**src/rtl/apb_states.sv**
```systemverilog
// Shared APB definitions: FSM state encoding and the command record, used by master and slave.
package apb_states;

    localparam int unsigned APB_DATA_W = 8;
    localparam int unsigned APB_ADDR_W = 4;

    typedef enum logic [1:0] {
        IDLE   = 2'd0,
        SETUP  = 2'd1,
        ACCESS = 2'd2
    } apb_state_t;

    typedef struct packed {
        logic                  write;
        logic [APB_ADDR_W-1:0] addr;
        logic [APB_DATA_W-1:0] wdata;
    } apb_cmd_t;

endpackage

```
**src/rtl/apb_timeout_ctr.sv**
```systemverilog
// ACCESS wait-state counter; only built when APB_TIMEOUT_EN is defined.
// expired_o flags the wait cycle whose increment reaches limit_i.
`ifdef APB_TIMEOUT_EN
module apb_timeout_ctr #(
    parameter int unsigned CNT_W = 5
) (
    input  logic             clk_i,
    input  logic             rst_i,
    input  logic             clear_i,
    input  logic             inc_i,
    input  logic [CNT_W-1:0] limit_i,
    output logic             expired_o
);

    logic [CNT_W-1:0] cnt_q;
    logic [CNT_W-1:0] cnt_d;

    always_comb begin
        cnt_d = cnt_q;
        if (clear_i) begin
            cnt_d = '0;
        end else if (inc_i) begin
            cnt_d = cnt_q + 1'b1;
        end
    end

    assign expired_o = inc_i && (cnt_q >= (limit_i - 1'b1));

    always_ff @(posedge clk_i or posedge rst_i) begin
        if (rst_i) begin
            cnt_q <= '0;
        end else begin
            cnt_q <= cnt_d;
        end
    end

endmodule
`endif

```
**src/rtl/apb_master.sv**
```systemverilog
// APB requester: one valid/ready command in, one registered response pulse out.
// Optional ACCESS timeout is enabled by defining APB_TIMEOUT_EN.
module apb_master
    import apb_states::*;
#(
    parameter int unsigned DATA_WIDTH     = 8,
    parameter int unsigned ADDR_WIDTH     = 4,
    parameter int unsigned TIMEOUT_CYCLES = 16
) (
    input  logic                  PCLK,
    input  logic                  PRESET,
    input  logic                  cmd_valid,
    output logic                  cmd_ready,
    input  logic                  cmd_write,
    input  logic [ADDR_WIDTH-1:0] cmd_addr,
    input  logic [DATA_WIDTH-1:0] cmd_wdata,
    output logic                  rsp_valid,
    output logic [DATA_WIDTH-1:0] rsp_rdata,
    output logic                  rsp_err,
    output logic                  PSELx,
    output logic                  PENABLE,
    output logic                  PWRITE,
    output logic [ADDR_WIDTH-1:0] PADDR,
    output logic [DATA_WIDTH-1:0] PWDATA,
    input  logic [DATA_WIDTH-1:0] PRDATA,
    input  logic                  PREADY,
    input  logic                  PSLVERR
);

    // state  | meaning
    // IDLE   | ready for a command, bus deselected
    // SETUP  | PSELx high, PENABLE low, one cycle
    // ACCESS | PSELx and PENABLE high until PREADY (or timeout)
    apb_state_t            state_q, state_d;
    logic                  pwrite_q, pwrite_d;
    logic [ADDR_WIDTH-1:0] paddr_q, paddr_d;
    logic [DATA_WIDTH-1:0] pwdata_q, pwdata_d;
    logic                  rsp_valid_q, rsp_valid_d;
    logic [DATA_WIDTH-1:0] rsp_rdata_q, rsp_rdata_d;
    logic                  rsp_err_q, rsp_err_d;
    logic                  timeout_expired;

`ifdef APB_TIMEOUT_EN
    localparam int unsigned CNT_W = $clog2(TIMEOUT_CYCLES + 1);

    apb_timeout_ctr #(
        .CNT_W(CNT_W)
    ) u_timeout (
        .clk_i    (PCLK),
        .rst_i    (PRESET),
        .clear_i  (state_q == SETUP),
        .inc_i    ((state_q == ACCESS) && !PREADY),
        .limit_i  (CNT_W'(TIMEOUT_CYCLES)),
        .expired_o(timeout_expired)
    );
`else
    // Without the timeout the limit has no effect.
    logic unused_timeout_cfg;
    assign unused_timeout_cfg = (TIMEOUT_CYCLES > 0);
    assign timeout_expired    = 1'b0;
`endif

    always_comb begin
        state_d     = state_q;
        pwrite_d    = pwrite_q;
        paddr_d     = paddr_q;
        pwdata_d    = pwdata_q;
        rsp_valid_d = 1'b0;
        rsp_rdata_d = rsp_rdata_q;
        rsp_err_d   = rsp_err_q;
        case (state_q)
            IDLE: begin
                if (cmd_valid) begin
                    pwrite_d = cmd_write;
                    paddr_d  = cmd_addr;
                    pwdata_d = cmd_write ? cmd_wdata : '0;
                    state_d  = SETUP;
                end
            end
            SETUP: begin
                state_d = ACCESS;
            end
            ACCESS: begin
                if (PREADY) begin
                    state_d     = IDLE;
                    rsp_valid_d = 1'b1;
                    rsp_err_d   = PSLVERR;
                    rsp_rdata_d = (!pwrite_q && !PSLVERR) ? PRDATA : '0;
                end else if (timeout_expired) begin
                    state_d     = IDLE;
                    rsp_valid_d = 1'b1;
                    rsp_err_d   = 1'b1;
                    rsp_rdata_d = '0;
                end
            end
            default: begin
                state_d = IDLE;
            end
        endcase
    end

    always_ff @(posedge PCLK or posedge PRESET) begin
        if (PRESET) begin
            state_q     <= IDLE;
            pwrite_q    <= 1'b0;
            paddr_q     <= '0;
            pwdata_q    <= '0;
            rsp_valid_q <= 1'b0;
            rsp_rdata_q <= '0;
            rsp_err_q   <= 1'b0;
        end else begin
            state_q     <= state_d;
            pwrite_q    <= pwrite_d;
            paddr_q     <= paddr_d;
            pwdata_q    <= pwdata_d;
            rsp_valid_q <= rsp_valid_d;
            rsp_rdata_q <= rsp_rdata_d;
            rsp_err_q   <= rsp_err_d;
        end
    end

    // Reset is IDLE, so the explicit PRESET term keeps cmd_ready low while it is held.
    assign cmd_ready = (state_q == IDLE) && !PRESET;
    assign PSELx     = (state_q != IDLE);
    assign PENABLE   = (state_q == ACCESS);
    assign PWRITE    = pwrite_q;
    assign PADDR     = paddr_q;
    assign PWDATA    = pwdata_q;
    assign rsp_valid = rsp_valid_q;
    assign rsp_rdata = rsp_rdata_q;
    assign rsp_err   = rsp_err_q;

endmodule

```
**config.mk**
```make
export PLATFORM = sky130hd
export DESIGN_NAME = apb_master
export DESIGN_NICKNAME = d
export VERILOG_FILES = /design/src/rtl/apb_states.sv /design/src/rtl/apb_timeout_ctr.sv /design/src/rtl/apb_master.sv
export SDC_FILE = /design/constraint.sdc
export NUM_CORES = 1
export LEC_CHECK = 0
export ABC_AREA = 1
export CAP_MARGIN = 10
export CELL_PAD_IN_SITES_DETAIL_PLACEMENT = 0
export CELL_PAD_IN_SITES_GLOBAL_PLACEMENT = 1
export CORE_MARGIN = 2
export CORE_UTILIZATION = 25
export DETAILED_ROUTE_END_ITERATION = 10
export PLACE_DENSITY = 0.86
export SYNTH_ARGS = -nofsm -noshare
export SYNTH_HDL_FRONTEND = slang
export SYNTH_SLANG_ARGS = --single-unit
```
**constraint.sdc**
```tcl
create_clock -name PCLK -period 1 [get_ports PCLK]
set_input_delay 0.3 -clock PCLK [delete_from_list [all_inputs] [get_ports PCLK]]
set_output_delay 0.3 -clock PCLK [all_outputs]
set_load 0.02 [all_outputs]
```
# Word level (Yosys, flattened, before mapping)
# Cells that the tools add are included.
[totals]
ff_bits = 25
out_inout_bits = 26
wordCells = 28
inputBits = 26
[op_classes]
mux = 7
eq_ne = 4
reduce_logical = 10
[ops]
columns = ["operator", "count"]
rows = [
  ["8-bit 2-to-1 mux", 2],
  ["2-bit case mux with 3 select lines", 1],
  ["2-bit AND reduction", 3],
  ["2-bit 2-to-1 mux", 2],
  ["1-bit logical NOT", 3],
  ["2-bit by 1-bit equality test with 1-bit output (second input constant)", 1],
  ["2-bit equality test (second input constant)", 1],
  ["1-bit logical AND", 2],
  ["2-bit logical NOT", 1],
  ["1-bit 2-to-1 mux", 2],
  ["2-bit by 1-bit != test with 1-bit output (second input constant)", 1],
  ["2-bit != test (second input constant)", 1],
  ["2-bit nonzero test", 1],
]

# Logic depth before layout (Yosys ltp)
[depth]
depth_word = 3
mapped_depth = 5
ltp_nobuf = 5

# Least setup slack after synthesis
# Ideal clock, no wire load.
[synth_timing]
path_type = "reg-to-output"
startpoint = "reg state_q[1]"
endpoint = "out cmd_ready"
path_stages_with_launch = 4
path_slack_ns = -0.383
arrival_ns = 1.083
t_required_ns = 0.700
n_path_buf = 0
cell_sequence = "dfrtp_1 -> nor2_4 -> inv_1 -> nor2_1"
[synth_via]
elab_chain_cells = 2
[synth_rtl]
columns = ["item", "line_no", "rtl"]
rows = [
  ["start: declaration", "apb_master.sv:34", "apb_state_t state_q, state_d;"],
  ["start signal: assignment", "apb_master.sv:112", "state_q <= state_d;"],
  ["2-bit logical NOT", "apb_master.sv:123", "assign cmd_ready = (state_q == IDLE) && !PRESET;"],
  ["1-bit logical AND", "apb_master.sv:123", ""],
  ["end: declaration", "apb_master.sv:13", "output logic cmd_ready,"],
]
# Every way passes these cells.

# Final worst setup path
[layout_timing]
startpoint = "reg state_q[0]"
endpoint = "out cmd_ready"
# The elaborated chain is that of the path after synthesis.

==> metrics <==
initial drt markers 37; GR Util All Layers 0.1283; Port Buffers 51; most common cell in the netlist nand2_1; total power 5.626 mW; CP startpoint kind flip-flop; Top Metal Used met4; Root Driver clkbuf_8; HP Class in2async; mapped cell area 1085 sq um; die width 69.87 um; Final Hold Vio Count 0; initial antenna violation count 0; setup violators final 49; Post-Route WL 2.925 mm; status finished, violations left; worst stage delay on the critical path 420 ps; GRT overflow 0; Synth area leader dfrtp_1; Data arrival, critical path 1060 ps; Worst-path clk slew 90 ps; sequential area share after synthesis 0.5767; HPWL after detailed placement 1.982 mm; DR WL met3 85 um; CTS Buf Count 3; CP top delay family flip-flops; Post-synth EDFFs 0; asr flop ratio synth 1.000; Final Max Slew Viols 0; Post-Synthesis Cells 127; largest net degree at the start of global routing 26; clock network power share 0.106; drt pass-1 iters 4; Int Pwr 3.404 mW; Synth warnings 0; CTS tree built; ANT cells 0; critical path peak fanout 2; layout cells sized above 1 0.3317; Seq cells post-synth 25; die area 4882 sq um; Critical Path RT 700 ps; Cell Rows 23; most frequent cells after synthesis 53 x nand2_1, 25 x dfrtp_1, 16 x inv_1, 9 x nor2_1, 8 x nand4_1; top-area cell type share of the netlist area 0.5767; CTS hold repair buffers 0; P_leak 1.045 nW; P_sw 2.221 mW; Pwr per Cell Area 2882 nW/um^2; Synth Area in Compound Gates 0.009227; upper clock frequency limit 0.7376 GHz; CP Capture Type output pin; fin crit share 1.356; Clock Skews 2.988 ps; routability cong. 0.7139; worst rel slew slack 0.8148; Slew @ Worst Pin 277.7 ps; post-synthesis mux area share 0; I/O pin count 52; Worst R2R Start state_q[0]; number of cells on the worst reg-to-reg path 5; via count 1059; syn avg cell area 8.542 sq um; DRC viols 0; setup repair after global routing missed its margin yes; area share of fa/ha/maj cells after synthesis 0; xor and xnor area share after synthesis 0; post-route core utilization 0.4776; met2 wire len 1.558 mm; critical path type reg2out; Comb power frac 0.578; wl on met1 1.248 mm; most used cell along the critical path nor2_4; Crit-path slowest cell dfrtp_1; clock sinks 25; Wirelength per Cell 11.47 um; MaxCap Viol Count 0; min Tclk post-route 1356 ps; Mapped Nets 153; die height 69.87 um; failing checks negative setup slack; H-tree levels 1; Clock Path Buffers 2; largest cells by area after synthesis dfrtp_1 58%, nand2_1 18%, inv_1 5.5%, nand4_1 4.6%, nor2_1 3.1%; combinational family with the most area after synthesis simple AND/OR/NAND/NOR gates; worst path bufs/invs 2; Nets 232; ys flop type dfrtp_1; Routed Antenna Nets 0; CP Cell Sequence nor2_4 -> inv_4 -> nor2_4 -> buf_6; Synth cell types 15; total core area 4086 sq um; Reg-to-Reg End PWDATA[7]; first-pass GRT wire length 5.064 mm; simple logic cell fraction of the synthesized area 0.3299; Peak VDD IR 0.001198 V; DR vias/cell 4.153; number of global-route vias before repair 1077; R2R setup slack -190 ps; Area growth syn-to-layout 79.93%; worst skew pair latency 260 ps; switching share of power 0.3949; share of power burned in registers 0.316; Worst Setup Slack, final -355.7 ps; Starting Density 0.2655
-- cell usage in the layout (no fill, tap or decap), drive strengths merged --
| cell | instances |
|---|---|
| a21oi | 1 |
| inv | 16 |
| nand4 | 8 |
| nor2 | 12 |
| clkdlybuf4s50 | 24 |
| o21ai | 1 |
| nand3 | 7 |
| buf | 51 |
| clkbuf | 4 |
| nand2 | 55 |
| dfrtp | 25 |
| dlygate4sd2 | 1 |
-- power by group through the flow --
stage	logic (mW)	clock network, mW	registers, mW
3_5_place_dp	2.80	0	1.72
3_3_place_gp	2.78	0	1.70
2_1_floorplan	0.873	0	2.22
5_1_grt	3.51	0.676	1.83
6_report	3.25	0.597	1.78
4_1_cts	3.06	0.616	1.78
-- flip-flops by register name, summed over array words and instances, names as in the netlist --
register / flops
rsp_valid: 1
PWRITE: 1
PWDATA: 8
rsp_rdata: 8
state_q: 2
PADDR: 4
rsp_err: 1
-- how the worst max path moves through the flow --
stage | end | cells past startpoint | startpoint | slack, ps
after floorplan | cmd_ready | 3 | state_q[1] | -150
after CTS | cmd_ready | 4 | state_q[0] | -370
after detailed placement | cmd_ready | 3 | PRESET | -770
final | cmd_ready | 4 | state_q[0] | -360
after global placement | cmd_ready | 3 | PRESET | -760
after global routing | cmd_ready | 4 | state_q[0] | -420
-- worst reg2reg max path, cell delays in order, from the launching register on --
cell and delay, ps:
dfrtp_1 420, nor2_4 150, buf_4 230, nand2_4 150, nand2_1 90, nand2_1 60
-- kinds of logic (layout without fill, tap and decap cells) --
family                 Yosys count  after routing
AND/OR/NAND/NOR                 80             82
flip-flops                      25             25
buffers and inverters           20             96
AO/OA/AOI/OAI                    2              2
-- metal layers --
layer / track usage / vias up
met5: 0 / -
met4: 0.04487 / 0
met3: 0.01732 / 2
met2: 0.2254 / 16
met1: 0.1609 / 494
li1: - / 547
-- what timing repair did --
action | in CTS | in global routing
setup endpoints to repair | 50 | 51
setup buffers | 3 | 8
resized for setup | 160 | 3
pin swaps | 2 | 2
gates cloned | 2 | 0
-- per-stage QoR --
step	setup slack, ps	setup TNS (ps)	cell area [sq um]	cells	hold slack, ps
final	-355.7	-6419	1952	255	447.1
after global routing	-420.0	-9466	1952	255	482.0
after CTS	-366.7	-6846	1882	247	454.3
after detailed placement	-771.8	-14260	1754	238	468.9
after global placement	-764.1	-14130	1754	238	454.1
after floorplan	-149.8	-587.4	1095	127	327.3
-- cell type report --
type / count / area (sq um)
Inverter: 16 / 62.56
Sequential cell: 25 / 625.6
Clock buffer: 4 / 45.04
Multi-Input combinational cell: 84 / 420.4
Fill cell: 424 / 2135
Timing Repair Buffer: 76 / 735.7
Tap cell: 50 / 62.56
No activity file was read; power rests on OpenSTA's default activity.
